===== config.mk =====
export PLATFORM = sky130hd
export DESIGN_NAME = rocketcpu_uart_fifo
export DESIGN_NICKNAME = d
export VERILOG_FILES = /design/src/rtl/rocketcpu_uart_fifo.sv
export SDC_FILE = /design/constraint.sdc
export NUM_CORES = 1
export LEC_CHECK = 0
export ABC_AREA = 1
export BUFFER_PORTS_ARGS = -buffer_cell sky130_fd_sc_hd__buf_2
export CORE_ASPECT_RATIO = 0.5
export CORE_MARGIN = 5
export CORE_UTILIZATION = 55
export CTS_CLUSTER_DIAMETER = 80
export DETAILED_ROUTE_END_ITERATION = 12
export GPL_TIMING_DRIVEN = 0
export PLACE_DENSITY = 0.88
export SYNTH_ARGS = -nofsm -noshare
export SYNTH_HDL_FRONTEND = slang
export SYNTH_SLANG_ARGS = --single-unit

===== constraint.sdc =====
create_clock -name i_wb_clk -period 2.85 [get_ports i_wb_clk]
set_input_delay 0.57 -clock i_wb_clk [delete_from_list [all_inputs] [get_ports i_wb_clk]]
set_output_delay 0.57 -clock i_wb_clk [all_outputs]
set_load 0.05 [all_outputs]

===== src/rtl/rocketcpu_uart_fifo.sv =====
// Wishbone 8N1 UART: programmable divider, RX FIFO, single TX holding stage.
// Define ROCKETCPU_UART_RX_IRQ_EN to add o_irq and the IRQ_CTRL register at offset 3.
module rocketcpu_uart_fifo #(
    parameter int unsigned FIFO_DEPTH  = 16,
    parameter int unsigned DEFAULT_DIV = 104,
    parameter int unsigned DIV_WIDTH   = 16
) (
    input  logic        i_wb_clk,
    input  logic        i_rst_n,
    input  logic [3:0]  i_wb_adr,
    input  logic [31:0] i_wb_dat,
    input  logic [3:0]  i_wb_sel,
    input  logic        i_wb_we,
    input  logic        i_wb_cyc,
    output logic [31:0] o_wb_rdt,
    output logic        o_wb_ack,
    input  logic        ser_rx,
    output logic        ser_tx
`ifdef ROCKETCPU_UART_RX_IRQ_EN
    ,
    output logic        o_irq
`endif
);
    localparam int unsigned AW = $clog2(FIFO_DEPTH);
    localparam int unsigned CW = AW + 1;

    typedef enum logic [1:0] {TX_IDLE, TX_START, TX_DATA, TX_STOP} tx_state_e;
    typedef enum logic [1:0] {RX_IDLE, RX_START, RX_DATA, RX_STOP} rx_state_e;

    logic                 ack_q;
    logic [31:0]          rdt_q;
    logic [DIV_WIDTH-1:0] div_q;
    tx_state_e            tx_state_q, tx_state_d;
    logic [DIV_WIDTH-1:0] tx_cnt_q, tx_cnt_d;
    logic [7:0]           tx_shift_q, tx_shift_d;
    logic [2:0]           tx_bit_q, tx_bit_d;
    logic                 rx_s1_q, rx_s2_q;
    rx_state_e            rx_state_q, rx_state_d;
    logic [DIV_WIDTH-1:0] rx_cnt_q, rx_cnt_d;
    logic [7:0]           rx_shift_q, rx_shift_d;
    logic [2:0]           rx_bit_q, rx_bit_d;
    logic [7:0]           mem_q [FIFO_DEPTH];
    logic [AW-1:0]        wptr_q, rptr_q;
    logic [CW-1:0]        count_q;
    logic                 ovr_q, ferr_q;

    logic sel_data, sel_status, sel_div, sel_r3;
    logic tx_busy, accept, rd_pop, tx_load, st_clr, div_wr;
    logic rx_full, rx_not_empty, rx_push, rx_ferr_set, do_push, ovr_set;
    logic [31:0]          cnt32, div_wr32, rd_val, r3_val;
    logic [7:0]           fill8;
    logic [DIV_WIDTH-1:0] div_wr_val;
    logic                 unused_bits;

    assign sel_data     = (i_wb_adr[3:2] == 2'd0);
    assign sel_status   = (i_wb_adr[3:2] == 2'd1);
    assign sel_div      = (i_wb_adr[3:2] == 2'd2);
    assign sel_r3       = (i_wb_adr[3:2] == 2'd3);
    assign tx_busy      = (tx_state_q != TX_IDLE);
    // A DATA write is held off (no ack, no side effect) while a frame is still going out.
    assign accept       = i_wb_cyc && !ack_q && !(i_wb_we && sel_data && tx_busy);
    assign rx_not_empty = (count_q != '0);
    assign rx_full      = (count_q == CW'(FIFO_DEPTH));
    assign rd_pop       = accept && !i_wb_we && sel_data && rx_not_empty;
    assign tx_load      = accept && i_wb_we && sel_data;
    assign st_clr       = accept && !i_wb_we && sel_status;
    assign div_wr       = accept && i_wb_we && sel_div;
    assign do_push      = rx_push && (!rx_full || rd_pop);
    assign ovr_set      = rx_push && rx_full && !rd_pop;
    assign cnt32        = 32'(count_q);
    assign fill8        = (cnt32 > 32'd255) ? 8'hFF : cnt32[7:0];
    assign unused_bits  = &{1'b0, i_wb_adr[1:0], div_wr32[31:16]};

    always_comb begin
        div_wr32 = 32'(div_q);
        if (i_wb_sel[0]) div_wr32[7:0]   = i_wb_dat[7:0];
        if (i_wb_sel[1]) div_wr32[15:8]  = i_wb_dat[15:8];
        if (i_wb_sel[2]) div_wr32[23:16] = i_wb_dat[23:16];
        if (i_wb_sel[3]) div_wr32[31:24] = i_wb_dat[31:24];
        div_wr_val = div_wr32[DIV_WIDTH-1:0];
        if (div_wr_val < DIV_WIDTH'(4)) div_wr_val = DIV_WIDTH'(4);
    end

`ifdef ROCKETCPU_UART_RX_IRQ_EN
    logic       irq_en_q, irq_q;
    logic [7:0] irq_thr_q;
    always_ff @(posedge i_wb_clk or negedge i_rst_n) begin
        if (!i_rst_n) begin
            irq_en_q  <= 1'b1;
            irq_thr_q <= 8'd1;
            irq_q     <= 1'b0;
        end else begin
            if (accept && i_wb_we && sel_r3) begin
                if (i_wb_sel[0]) irq_en_q  <= i_wb_dat[0];
                if (i_wb_sel[1]) irq_thr_q <= i_wb_dat[15:8];
            end
            irq_q <= irq_en_q && ((cnt32 >= 32'(irq_thr_q)) || ovr_q);
        end
    end
    assign o_irq  = irq_q;
    assign r3_val = {16'h0, irq_thr_q, 7'h0, irq_en_q};
`else
    assign r3_val = 32'h0;
`endif

    always_comb begin
        rd_val = 32'h0;
        case (i_wb_adr[3:2])
            2'd0:    rd_val = rx_not_empty ? {24'h0, mem_q[rptr_q]} : 32'h8000_0000;
            2'd1:    rd_val = {16'h0, fill8, 3'b000, ferr_q, ovr_q, tx_busy, rx_full, rx_not_empty};
            2'd2:    rd_val = 32'(div_q);
            default: rd_val = r3_val;
        endcase
    end

    always_comb begin
        tx_state_d = tx_state_q;
        tx_cnt_d   = tx_cnt_q;
        tx_shift_d = tx_shift_q;
        tx_bit_d   = tx_bit_q;
        if (tx_state_q == TX_IDLE) begin
            if (tx_load) begin
                tx_state_d = TX_START;
                tx_cnt_d   = div_q;
                tx_shift_d = i_wb_dat[7:0];
                tx_bit_d   = 3'd0;
            end
        end else if (tx_cnt_q == DIV_WIDTH'(1)) begin
            // Reload from the live divider so a DIV write lands at the next bit boundary.
            tx_cnt_d = div_q;
            case (tx_state_q)
                TX_START: tx_state_d = TX_DATA;
                TX_DATA: begin
                    tx_shift_d = {1'b0, tx_shift_q[7:1]};
                    tx_bit_d   = tx_bit_q + 3'd1;
                    if (tx_bit_q == 3'd7) tx_state_d = TX_STOP;
                end
                default: tx_state_d = TX_IDLE;
            endcase
        end else begin
            tx_cnt_d = tx_cnt_q - DIV_WIDTH'(1);
        end
    end

    assign ser_tx = (tx_state_q == TX_START) ? 1'b0 :
                    (tx_state_q == TX_DATA)  ? tx_shift_q[0] : 1'b1;

    always_comb begin
        rx_state_d  = rx_state_q;
        rx_cnt_d    = rx_cnt_q;
        rx_shift_d  = rx_shift_q;
        rx_bit_d    = rx_bit_q;
        rx_push     = 1'b0;
        rx_ferr_set = 1'b0;
        case (rx_state_q)
            RX_IDLE: if (!rx_s2_q) begin
                rx_state_d = RX_START;
                rx_cnt_d   = div_q >> 1;
            end
            RX_START: if (rx_cnt_q == DIV_WIDTH'(1)) begin
                rx_state_d = rx_s2_q ? RX_IDLE : RX_DATA;
                rx_cnt_d   = div_q;
                rx_bit_d   = 3'd0;
            end else rx_cnt_d = rx_cnt_q - DIV_WIDTH'(1);
            RX_DATA: if (rx_cnt_q == DIV_WIDTH'(1)) begin
                rx_shift_d = {rx_s2_q, rx_shift_q[7:1]};
                rx_cnt_d   = div_q;
                rx_bit_d   = rx_bit_q + 3'd1;
                if (rx_bit_q == 3'd7) rx_state_d = RX_STOP;
            end else rx_cnt_d = rx_cnt_q - DIV_WIDTH'(1);
            default: begin
                // Counter parked at zero marks "bad stop seen, waiting for idle line".
                if (rx_cnt_q == '0) begin
                    if (rx_s2_q) rx_state_d = RX_IDLE;
                end else if (rx_cnt_q == DIV_WIDTH'(1)) begin
                    if (rx_s2_q) begin
                        rx_push    = 1'b1;
                        rx_state_d = RX_IDLE;
                    end else begin
                        rx_ferr_set = 1'b1;
                        rx_cnt_d    = '0;
                    end
                end else rx_cnt_d = rx_cnt_q - DIV_WIDTH'(1);
            end
        endcase
    end

    always_ff @(posedge i_wb_clk) begin
        if (do_push) mem_q[wptr_q] <= rx_shift_q;
    end

    always_ff @(posedge i_wb_clk or negedge i_rst_n) begin
        if (!i_rst_n) begin
            ack_q      <= 1'b0;
            rdt_q      <= '0;
            div_q      <= DIV_WIDTH'(DEFAULT_DIV);
            tx_state_q <= TX_IDLE;
            tx_cnt_q   <= '0;
            tx_shift_q <= '0;
            tx_bit_q   <= '0;
            rx_s1_q    <= 1'b1;
            rx_s2_q    <= 1'b1;
            rx_state_q <= RX_IDLE;
            rx_cnt_q   <= '0;
            rx_shift_q <= '0;
            rx_bit_q   <= '0;
            wptr_q     <= '0;
            rptr_q     <= '0;
            count_q    <= '0;
            ovr_q      <= 1'b0;
            ferr_q     <= 1'b0;
        end else begin
            ack_q      <= accept;
            rdt_q      <= accept ? rd_val : '0;
            if (div_wr) div_q <= div_wr_val;
            tx_state_q <= tx_state_d;
            tx_cnt_q   <= tx_cnt_d;
            tx_shift_q <= tx_shift_d;
            tx_bit_q   <= tx_bit_d;
            rx_s1_q    <= ser_rx;
            rx_s2_q    <= rx_s1_q;
            rx_state_q <= rx_state_d;
            rx_cnt_q   <= rx_cnt_d;
            rx_shift_q <= rx_shift_d;
            rx_bit_q   <= rx_bit_d;
            if (do_push) wptr_q <= wptr_q + AW'(1);
            if (rd_pop)  rptr_q <= rptr_q + AW'(1);
            count_q    <= count_q + CW'(do_push) - CW'(rd_pop);
            ovr_q      <= ovr_set ? 1'b1 : (st_clr ? 1'b0 : ovr_q);
            ferr_q     <= rx_ferr_set ? 1'b1 : (st_clr ? 1'b0 : ferr_q);
        end
    end

    assign o_wb_ack = ack_q;
    assign o_wb_rdt = rdt_q;
endmodule


### Word level (Yosys, flattened, before mapping)

Memory sizes are Yosys's and may differ from the RTL's.
Cells that the tools add are included.

| operators by class | value |
|---|---|
| equality and inequality tests | 19 |
| mux-type cells | 56 |
| add/subtract/negate cells | 8 |
| magnitude comparators | 2 |
| reduce and logical (&&, ||, !) cells | 40 |

Operators by type and width:

| cell | count |
|---|---|
| 16-bit two-way mux | 9 |
| 32-bit one-hot mux with 3 select lines | 1 |
| 32-bit two-way mux | 2 |
| 8-bit two-way mux | 7 |
| 16-bit by 1-bit == test with 1-bit output (second input constant) | 2 |
| 16-bit one-hot mux with 2 select lines | 1 |
| 16-bit by 1-bit subtractor with 16-bit output (second input constant) | 2 |
| 2-bit two-way mux | 12 |
| 3-bit two-way mux | 6 |
| 16-bit zero test | 1 |
| 16-bit by 3-bit < comparator with 1-bit output (second input constant) | 1 |
| 1-bit two-way mux | 15 |
| 1-bit logical AND | 14 |
| 3-bit AND reduction | 4 |
| 2-bit nonzero test | 6 |
| 2-bit != test (second input constant) | 5 |
| 4-bit by 1-bit adder with 4-bit output (second input constant) | 2 |
| 5-bit by 8-bit > comparator with 1-bit output (second input constant) | 1 |
| 3-bit by 1-bit adder with 3-bit output (second input constant) | 2 |
| 2-bit by 1-bit == test with 1-bit output (second input constant) | 3 |
| 2-bit == test (second input constant) | 3 |
| 3-bit == test (second input constant) | 2 |
| 2-bit zero test | 3 |
| 3-bit != test (second input constant) | 2 |
| 15 further kinds | 19 |

| word-level totals | value |
|---|---|
| register bits | 124 |
| memory bits (writable) | 128 |
| word-level logic and storage cells | 144 |
| output and inout bits | 34 |
| memories kept | 1 |

Memories:

| memory | depth | width | read ports | clocked after memory_dff | write ports | line | RTL |
|---|---|---|---|---|---|---|---|
| mem_q | 16 | 8 | 1 | 0 | 1 | 42 | `logic [7:0] mem_q [FIFO_DEPTH];` |

### Depth between registers and ports, before layout

Gate-level depths: netlist of run 1.

| depth | value |
|---|---|
| depth after elaboration | 12 |
| mapped depth | 16 |
| depth with buffers taken out | 16 |

### Least setup slack after synthesis of run 1

No wires, ideal clock.

| timing | value |
|---|---|
| kind | flip-flop to flip-flop |
| start point | register tx_state_q[0] |
| end point | register count_q[4] |
| path buffers | 0 |
| required time | 2722 ps |
| cell stages (with the launch flop) | 17 |
| period minus slack after synthesis | 2653 ps |
| data arrival time | 2526 ps |
| slack | 197 ps |
| cell sequence | dfrtp_1 -> inv_1 -> ha_1 -> inv_1 -> nand3_1 -> nand3_1 -> nor2_2 -> nor2_2 -> nor2_2 -> o21ai_0 -> nand2_1 -> ha_1 -> inv_1 -> fa_1 -> o21ai_0 -> a21oi_1 -> xor2_1 |

| on the way | value |
|---|---|
| cells in the longest elaborated chain, start to end | 11 |

RTL lines:

| element | line | RTL |
|---|---|---|
| from (decl) | 33 | `tx_state_e tx_state_q, tx_state_d;` |
| from (signal assigned) | 216 | `tx_state_q <= tx_state_d;` |
| 2-bit nonzero test * | 59 | `assign tx_busy = (tx_state_q != TX_IDLE);` |
| 1-bit logical AND * | 61 | `assign accept = i_wb_cyc && !ack_q && !(i_wb_we && sel_data && tx_busy);` |
| 1-bit zero test * | 61 |  |
| 1-bit logical AND * | 61 |  |
| 1-bit logical AND * (3 in series) | 64 | `assign rd_pop = accept && !i_wb_we && sel_data && rx_not_empty;` |
| 1-bit logical OR | 68 | `assign do_push = rx_push && (!rx_full \|\| rd_pop);` |
| 1-bit logical AND | 68 |  |
| 5-bit by 1-bit adder with 5-bit output | 228 | `count_q <= count_q + CW'(do_push) - CW'(rd_pop);` |
| 5-bit by 1-bit subtractor with 5-bit output * | 228 |  |
| to (signal assigned) | 228 |  |
| to (decl) | 44 | `logic [CW-1:0] count_q;` |

Mark *: on every way between the ends. The rest lies on a longest branch, timed or not.
A chain may end at the register's enable or synchronous reset.

### Worst setup path after layout of run 1

| timing | value |
|---|---|
| start point | register tx_state_q[1] |
| end point | register count_q[4] |

The elaborated chain is that of the path after synthesis.

==> impl_results.rst, run 1 <==
.. list-table::
   :header-rows: 1

   * - Metric
     - Value
   * - Maximum vdd drop
     - 423 uV
   * - Initial cell density of the core
     - 0.566
   * - Sum of negative setup slack
     - 0 ps
   * - Horizontal extent of the die
     - 217 um
   * - Source-to-sink clock delay at the later pin of the worst-skew pair
     - 510 ps
   * - TritonCTS Sinks
     - 237
   * - Number of synthesized register bits
     - 237
   * - DP Wirelength
     - 21.4 mm
   * - Routed WL per cell
     - 17.5 um
   * - Weighted congestion at the end of routability-driven global placement
     - 0.928
   * - Sequential share of the synthesized area
     - 0.557
   * - Initial DRC count
     - 1,198
   * - TritonCTS clock tree
     - yes
   * - Clock skew
     - 9.14 ps
   * - Worst min-delay path category
     - input pin to async pin
   * - Antenna diodes
     - 0
   * - Worst-case setup margin in the final layout
     - 125 ps
   * - Setup slack, reg-to-reg
     - 120 ps
   * - Worst R2R Path Depth
     - 15
   * - Fraction of layout cells with a size suffix above 1
     - 0.112
   * - Setup repair after global routing missed its margin
     - true
   * - Crit path required time
     - 3250 ps
   * - Layout-stage area growth over the synthesis result
     - 12.1%
   * - Die height
     - 114 um
   * - Total wire length after detailed routing
     - 30.2 mm
   * - Largest net degree at the start of global routing
     - 70
   * - CORE AREA
     - 20,800 sq um
   * - Vias in the first global route
     - 9,467
   * - Worst-path clk slew
     - 70 ps
   * - Data arrival time at the worst-slack endpoint
     - 3120 ps
   * - Hold violation total from the final report
     - 0
   * - Hold-fix buffers, CTS
     - 0
   * - Pre-Repair DR Iteration Count
     - 5
   * - Synthesized area per cell
     - 8.74 sq um
   * - Wire length of the first global-routing pass
     - 48.5 mm
   * - Initial antenna violation count
     - 0
   * - Slew margin rel.
     - 0.470
   * - Total Die Area
     - 24,700 sq um
   * - Worst path most repeated cell
     - inv_1
   * - Leakage Power
     - 6.11 nW
   * - Buffer levels on the longest clock path
     - 3
   * - Number of fill cells in the layout
     - 1,618
   * - Total routing usage reported by global routing
     - 0.246
   * - Kind of end point of the critical path
     - register
   * - Reg-to-Reg End
     - count_q[4]
   * - Max stage delay on crit path
     - 400 ps
   * - Result of the run
     - completed
   * - Cell chain of the critical path
     - inv_1 > ha_2 > inv_1 > nand3_1 > nand3_2 > nor2_4 > buf_4 > nand2_1 > nand2_1 > ha_1 > inv_1 > fa_1 > o21ai_1 > a21oi_1 > xor2_1
   * - DR DRC count
     - 0
   * - Summed instance area of the synthesized netlist
     - 11,800 sq um
   * - Clock Tree Root
     - clkbuf_16
   * - Htree depth
     - 1
   * - Post-route worst hold slack
     - 42.7 ps
   * - Number of buffers created by CTS
     - 22
   * - FMAX
     - 0.367 GHz
   * - Critical Setup Path Class
     - register to register
   * - Row count
     - 37
   * - Crit path max-delay cell type
     - fa_1
   * - Type of element launching the critical path
     - register
   * - Post-route fraction of the period consumed by the critical path
     - 0.956
   * - Area share of the largest cell type after synthesis
     - 0.326
   * - Overflow left after global routing
     - 0
   * - Dpl ws
     - -256 ps
   * - Max Fanout on Critical Path
     - 6
   * - Number of vias per cell
     - 5.66
   * - Antenna Nets Post-Route
     - 0
   * - Number of instances in the synthesized netlist
     - 1,350
   * - Least-Margin Pin Slew
     - 795 ps
   * - Reg-to-Reg Start
     - tx_state_q[1]
   * - Final Setup Violations
     - 0
   * - Power density cells
     - 740 nW/um^2
   * - Number of input and output port buffers inserted
     - 43
   * - Number of pins exceeding their max-slew limit in the final report
     - 0
   * - Largest area contributor in the synthesized netlist
     - edfxtp_1
   * - Total power after layout
     - 9.80 mW
   * - Max capacitance violation total
     - 0
   * - Share of the core filled with cells in the final layout
     - 0.635
   * - Overall via count from detail_route
     - 9,746
   * - # IOs
     - 79
   * - Number of nets in the layout
     - 1,506
   * - Post-layout minimum cycle time
     - 2730 ps
   * - Top cells by area in the synthesized netlist
     - edfxtp_1 33%, dfrtp_1 22%, nand2_1 12%
   * - Yosys warning total
     - 0
   * - Number of unique standard cell types used by synthesis
     - 41
## worst max path at each step
stage | start | to | slack (ps) | cells after the start
after floorplan | tx_state_q[0] | count_q[4] | 200 | 16
after global placement | i_wb_cyc | count_q[4] | -190 | 15
after detailed placement | tx_state_q[1] | count_q[4] | -260 | 16
after CTS | rx_cnt_q[8] | count_q[4] | 20 | 15
after global routing | rx_cnt_q[8] | count_q[4] | -70 | 15
final | tx_state_q[1] | count_q[4] | 120 | 15
## synthesized netlist by cell type
cell type,count
xnor2_1,8
nor2_4,2
nand3b_1,1
buf_1,2
inv_1,135
nand2_4,1
or2_2,2
a22oi_1,2
a22o_1,2
o31ai_1,1
and2_1,1
nand2_2,3
buf_4,18
ha_1,26
clkinv_1,2
nor3_4,1
clkbuf_1,25
dfrtp_1,104
nor2_2,8
o21a_1,1
nand3_1,105
buf_6,1
nor2_1,157
nor3_2,1
o211ai_1,22
fa_1,1
o22ai_1,16
nand4_1,7
dfstp_2,5
edfxtp_1,128
nand3_2,1
o21ai_0,102
o21ai_1,6
a21oi_1,29
inv_2,3
buf_2,21
conb_1,1
nand2_1,371
nor3_1,9
xor2_1,17
o21bai_1,2
## placed cells by master, fill, tap and decap left out, types with 9 or more instances in the layout
cell type	instances
nand2_1	371
nor2_1	144
inv_1	135
edfxtp_1	128
dfrtp_1	103
nand3_1	102
o21ai_0	101
buf_2	63
clkbuf_1	33
a21oi_1	29
ha_1	25
o211ai_1	22
clkbuf_16	22
buf_4	21
nor2_2	17
xor2_1	17
o22ai_1	16
conb_1	15
nor3_1	9
## kinds of logic (layout without fill, tap and decap cells)
family,count (synthesis),in the layout,share of synthesized area
AOI/OAI and AO/OA,183,183,0.0859
xor gates and xnor gates,25,25,0.0186
and+or+nand+nor,670,670,0.234
adders and majority gates,27,27,0.0293
other,1,15,0.000318
buffers and inverters,207,293,0.0744
DFF,237,237,0.557
## flip-flops by register name (all words and copies together), names as in the netlist
signal / flops
rptr_q: 4
wptr_q: 4
rx_s2_q: 1
count_q: 5
tx_shift_q: 8
tx_state_q: 2
div_q: 16
ferr_q: 1
ovr_q: 1
rx_state_q: 2
rx_shift_q: 8
tx_cnt_q: 16
tx_bit_q: 3
rx_bit_q: 3
rx_cnt_q: 16
mem_q: 128
rx_s1_q: 1
o_wb_rdt: 17
o_wb_ack: 1
## critical path: cells and delay by family, from the launching register on
kind | cells | cell delay, ps
adders and majority gates | 3 | 790
xor gates and xnor gates | 1 | 140
DFF | 1 | 380
AOI/OAI and AO/OA | 2 | 240
buffers and inverters | 4 | 450
and+or+nand+nor | 5 | 620
## per-layer routing
layer | routed length [um] | vias to the layer above | global-route usage | share of wire
li1 | - | 4544 | - | -
met1 | 11700 | 4567 | 0.321 | 0.39
met2 | 14300 | 541 | 0.415 | 0.48
met3 | 2920 | 94 | 0.0491 | 0.097
met4 | 1200 | 0 | 0.0900 | 0.040
met5 | 0 | - | 0 | 0
## power breakdown
group	switching, mW	internal (mW)
combinational	1.97	0.875
sequential	0.238	3.83
clock	1.28	1.61
total	3.48	6.31
## per-stage QoR
stage,cells,instance area [sq um]
global route,1723,13200
CTS,1722,13200
finish,1723,13200
detailed placement,1681,12400
global placement,1680,12400
floorplan,1364,11900
## area by class of cell
| type | instances | area (sq um) | share of cell area |
|---|---|---|---|
| Inverter | 140 | 526 | 0.0397 |
| Clock inverter | 7 | 76.3 | 0.00577 |
| Buffer | 67 | 353 | 0.0267 |
| Tap cell | 273 | 342 | 0.0258 |
| Sequential cell | 237 | 6580 | 0.497 |
| Multi-Input combinational cell | 920 | 4470 | 0.338 |
| Timing Repair Buffer | 46 | 260 | 0.0197 |
| Clock buffer | 33 | 622 | 0.0470 |
## repair_timing
| action | in CTS | in global routing |
|---|---|---|
| pin swaps | 1 | 2 |
| setup endpoints to repair | 105 | 122 |
| buffers inserted | 1 | 1 |
| resized for setup | 4 | 20 |
Power figures use the tool's default switching activity.
==> run 2: changes to the inputs <==
Settings changed: PLACE_DENSITY 0.88 to 0.76, SLEW_MARGIN set to 40.
==> run 2 against run 1 <==
Worst hold slack improved by 110 ps. Register-to-register slack barely moved. Sequential power barely moved. Global-route usage fell by 0.11 points. Flip-flop and latch count did not move. Clock-buffer cell count fell by 6. Non-clock buffer count rose by 2. First-iteration DRC count fell by 20%. Clock skew rose by 14 ps. Critical endpoint unchanged. Highest routed layer unchanged.
==> impl_results.rst, run 2 (same netlist as run 1, synthesis figures left out) <==
.. list-table::
   :header-rows: 1

   * - Metric
     - Value
   * - Design Area, Final
     - 13,300 sq um
   * - Buffer levels on the longest clock path
     - 3
   * - Least-Margin Pin Slew
     - 848 ps
   * - Max stage delay on crit path
     - 400 ps
   * - Placed standard-cell area
     - 12,400 sq um
   * - TritonCTS Sinks
     - 237
   * - Fraction of layout cells with a size suffix above 1
     - 0.106
   * - Routed WL per cell
     - 17.4 um
   * - Number of vias per cell
     - 5.54
   * - Number of nets in the layout
     - 1,508
   * - Number of input and output port buffers inserted
     - 43
   * - Total wire length after detailed routing
     - 30.0 mm
   * - Finished Layout Cells
     - 1,726
   * - CORE AREA
     - 20,800 sq um
   * - Pre-Repair DR Iteration Count
     - 5
   * - Maximum vdd drop
     - 501 uV
   * - Number of flip-flops under the largest register name
     - 128
   * - Cell chain of the critical path
     - inv_1 > ha_1 > nand4_1 > nand2_1 > nor2_4 > buf_4 > nand2_1 > nand2_1 > ha_1 > inv_1 > fa_1 > o21ai_0 > a21oi_1 > xor2_1
   * - Max Fanout on Critical Path
     - 6
   * - Most common cell after layout, fill and taps aside
     - nand2_1
   * - Crit path max-delay cell type
     - dfrtp_1
   * - Placed instance count
     - 1,681
   * - Share of the core filled with cells in the final layout
     - 0.636
   * - Die height
     - 114 um
   * - Largest net degree at the start of global routing
     - 67
   * - Number of pins exceeding their max-slew limit in the final report
     - 0
   * - Wire length of the first global-routing pass
     - 48.3 mm
   * - Max capacitance violation total
     - 0
   * - Clock Tree Root
     - clkbuf_16
   * - Critical Setup Path Class
     - register to register
   * - Hold violation total from the final report
     - 0
   * - Source-to-sink clock delay at the later pin of the worst-skew pair
     - 530 ps
   * - Kind of end point of the critical path
     - register
   * - Result of the run
     - completed
   * - Initial cell density of the core
     - 0.566
   * - Vias in the first global route
     - 9,054
   * - Worst-case setup margin in the final layout
     - 123 ps
   * - Initial antenna violation count
     - 1
   * - Slew margin rel.
     - 0.433
   * - Register ranked first by flip-flop count
     - mem_q
   * - Worst min-delay path category
     - input pin to register
   * - Most frequent cells in the layout
     - 371 x nand2_1, 154 x nor2_1, 135 x inv_1, 128 x edfxtp_1
   * - Worst-path clk slew
     - 70 ps
   * - # IOs
     - 79
   * - Horizontal extent of the die
     - 217 um
   * - Type of element launching the critical path
     - register
   * - Initial DRC count
     - 960
   * - Htree depth
     - 1
   * - Row count
     - 37
   * - DR DRC count
     - 0
   * - Overflow left after global routing
     - 0
   * - Total routing usage reported by global routing
     - 0.245
   * - Worst path most repeated cell
     - nand2_1
   * - Post-layout minimum cycle time
     - 2730 ps
   * - Crit path required time
     - 3270 ps
   * - Post-route fraction of the period consumed by the critical path
     - 0.957
   * - Weighted congestion at the end of routability-driven global placement
     - 0.963
   * - Dpl ws
     - -359 ps
   * - Clock skew
     - 22.7 ps
   * - Data arrival time at the worst-slack endpoint
     - 3140 ps
   * - Layout-stage area growth over the synthesis result
     - 12.3%
   * - Leakage Power
     - 6.14 nW
   * - DP Wirelength
     - 21.5 mm
   * - Total Die Area
     - 24,700 sq um
   * - Final Setup Violations
     - 0
   * - Power density cells
     - 742 nW/um^2
   * - FMAX
     - 0.367 GHz
   * - Number of buffers created by CTS
     - 22
   * - TritonCTS clock tree
     - yes
   * - Total power after layout
     - 9.84 mW
   * - Overall via count from detail_route
     - 9,563
   * - Antenna Nets Post-Route
     - 0
-- run 2: changes by cell type in the layout (fill, tap and decap cells not counted), sizes merged --
| cell | previous run | this run |
|---|---|---|
| clkinv | 6 | 12 |
| clkinvlp | 2 | 1 |
| buf | 88 | 89 |
| dlygate4sd3 | 0 | 1 |
| bufinv | 1 | 2 |
| clkbuf | 58 | 52 |
| diode | 0 | 1 |
-- run 2: critical path: cells and delay by family, from the launching register on --
family,cells,cell delay (ps)
xor+xnor,1,140
buf+inv,3,320
compound gates,2,280
flops,1,400
fa+ha+maj,3,800
simple gates,5,660
-- run 2: routing by layer --
layer | GRT usage | part of all wire | vias up
met3 | 0.0358 | 0.082 | 49
met5 | 0 | 0 | -
met1 | 0.349 | 0.43 | 4556
met4 | 0.0652 | 0.025 | 0
met2 | 0.400 | 0.46 | 407
li1 | - | - | 4551
-- run 2: layout make-up --
class | instances | area, sq um
diodes | 1 | 2.50
plain buffers | 67 | 353
clock buffers | 27 | 589
clock inverters | 13 | 124
fillers | 1738 | 7580
inverters | 140 | 526
multi-input cells | 920 | 4450
flip-flops and latches | 237 | 6580
well taps | 273 | 342
repair buffers | 48 | 285
-- run 2: final timing paths --
path,start,cells past startpoint,to,slack [ps]
max reg2reg,count_q[3],14,count_q[4],120
max,count_q[3],14,count_q[4],120
min,ser_rx,1,rx_s1_q,150
max in group asynchronous,i_rst_n,3,div_q[6],1620
min in group asynchronous,i_rst_n,2,rx_cnt_q[5],550
min reg2reg,rx_s1_q,0,rx_s2_q,360
-- run 2: power by group --
group | internal (mW) | switching [mW] | total [mW]
logic | 0.874 | 1.94 | 2.81
registers | 3.83 | 0.231 | 4.06
clock network | 1.66 | 1.31 | 2.97
-- run 2: repair_timing --
action                                  CTS  global route
endpoints found under the hold margin    41             0
gates resized for setup                   4             7
gates cloned                              0             0
hold buffers                              1             0
pin swaps                                 1             1
buffers inserted                          1             2
endpoints found under the setup margin  131            77
-- run 2: metrics by stage --
step	hold WS (ps)	setup TNS, ps
finish	152	0
global placement	349	-10760
detailed placement	349	-20950
floorplan	274	0
global route	138	-6.89
CTS	136	0
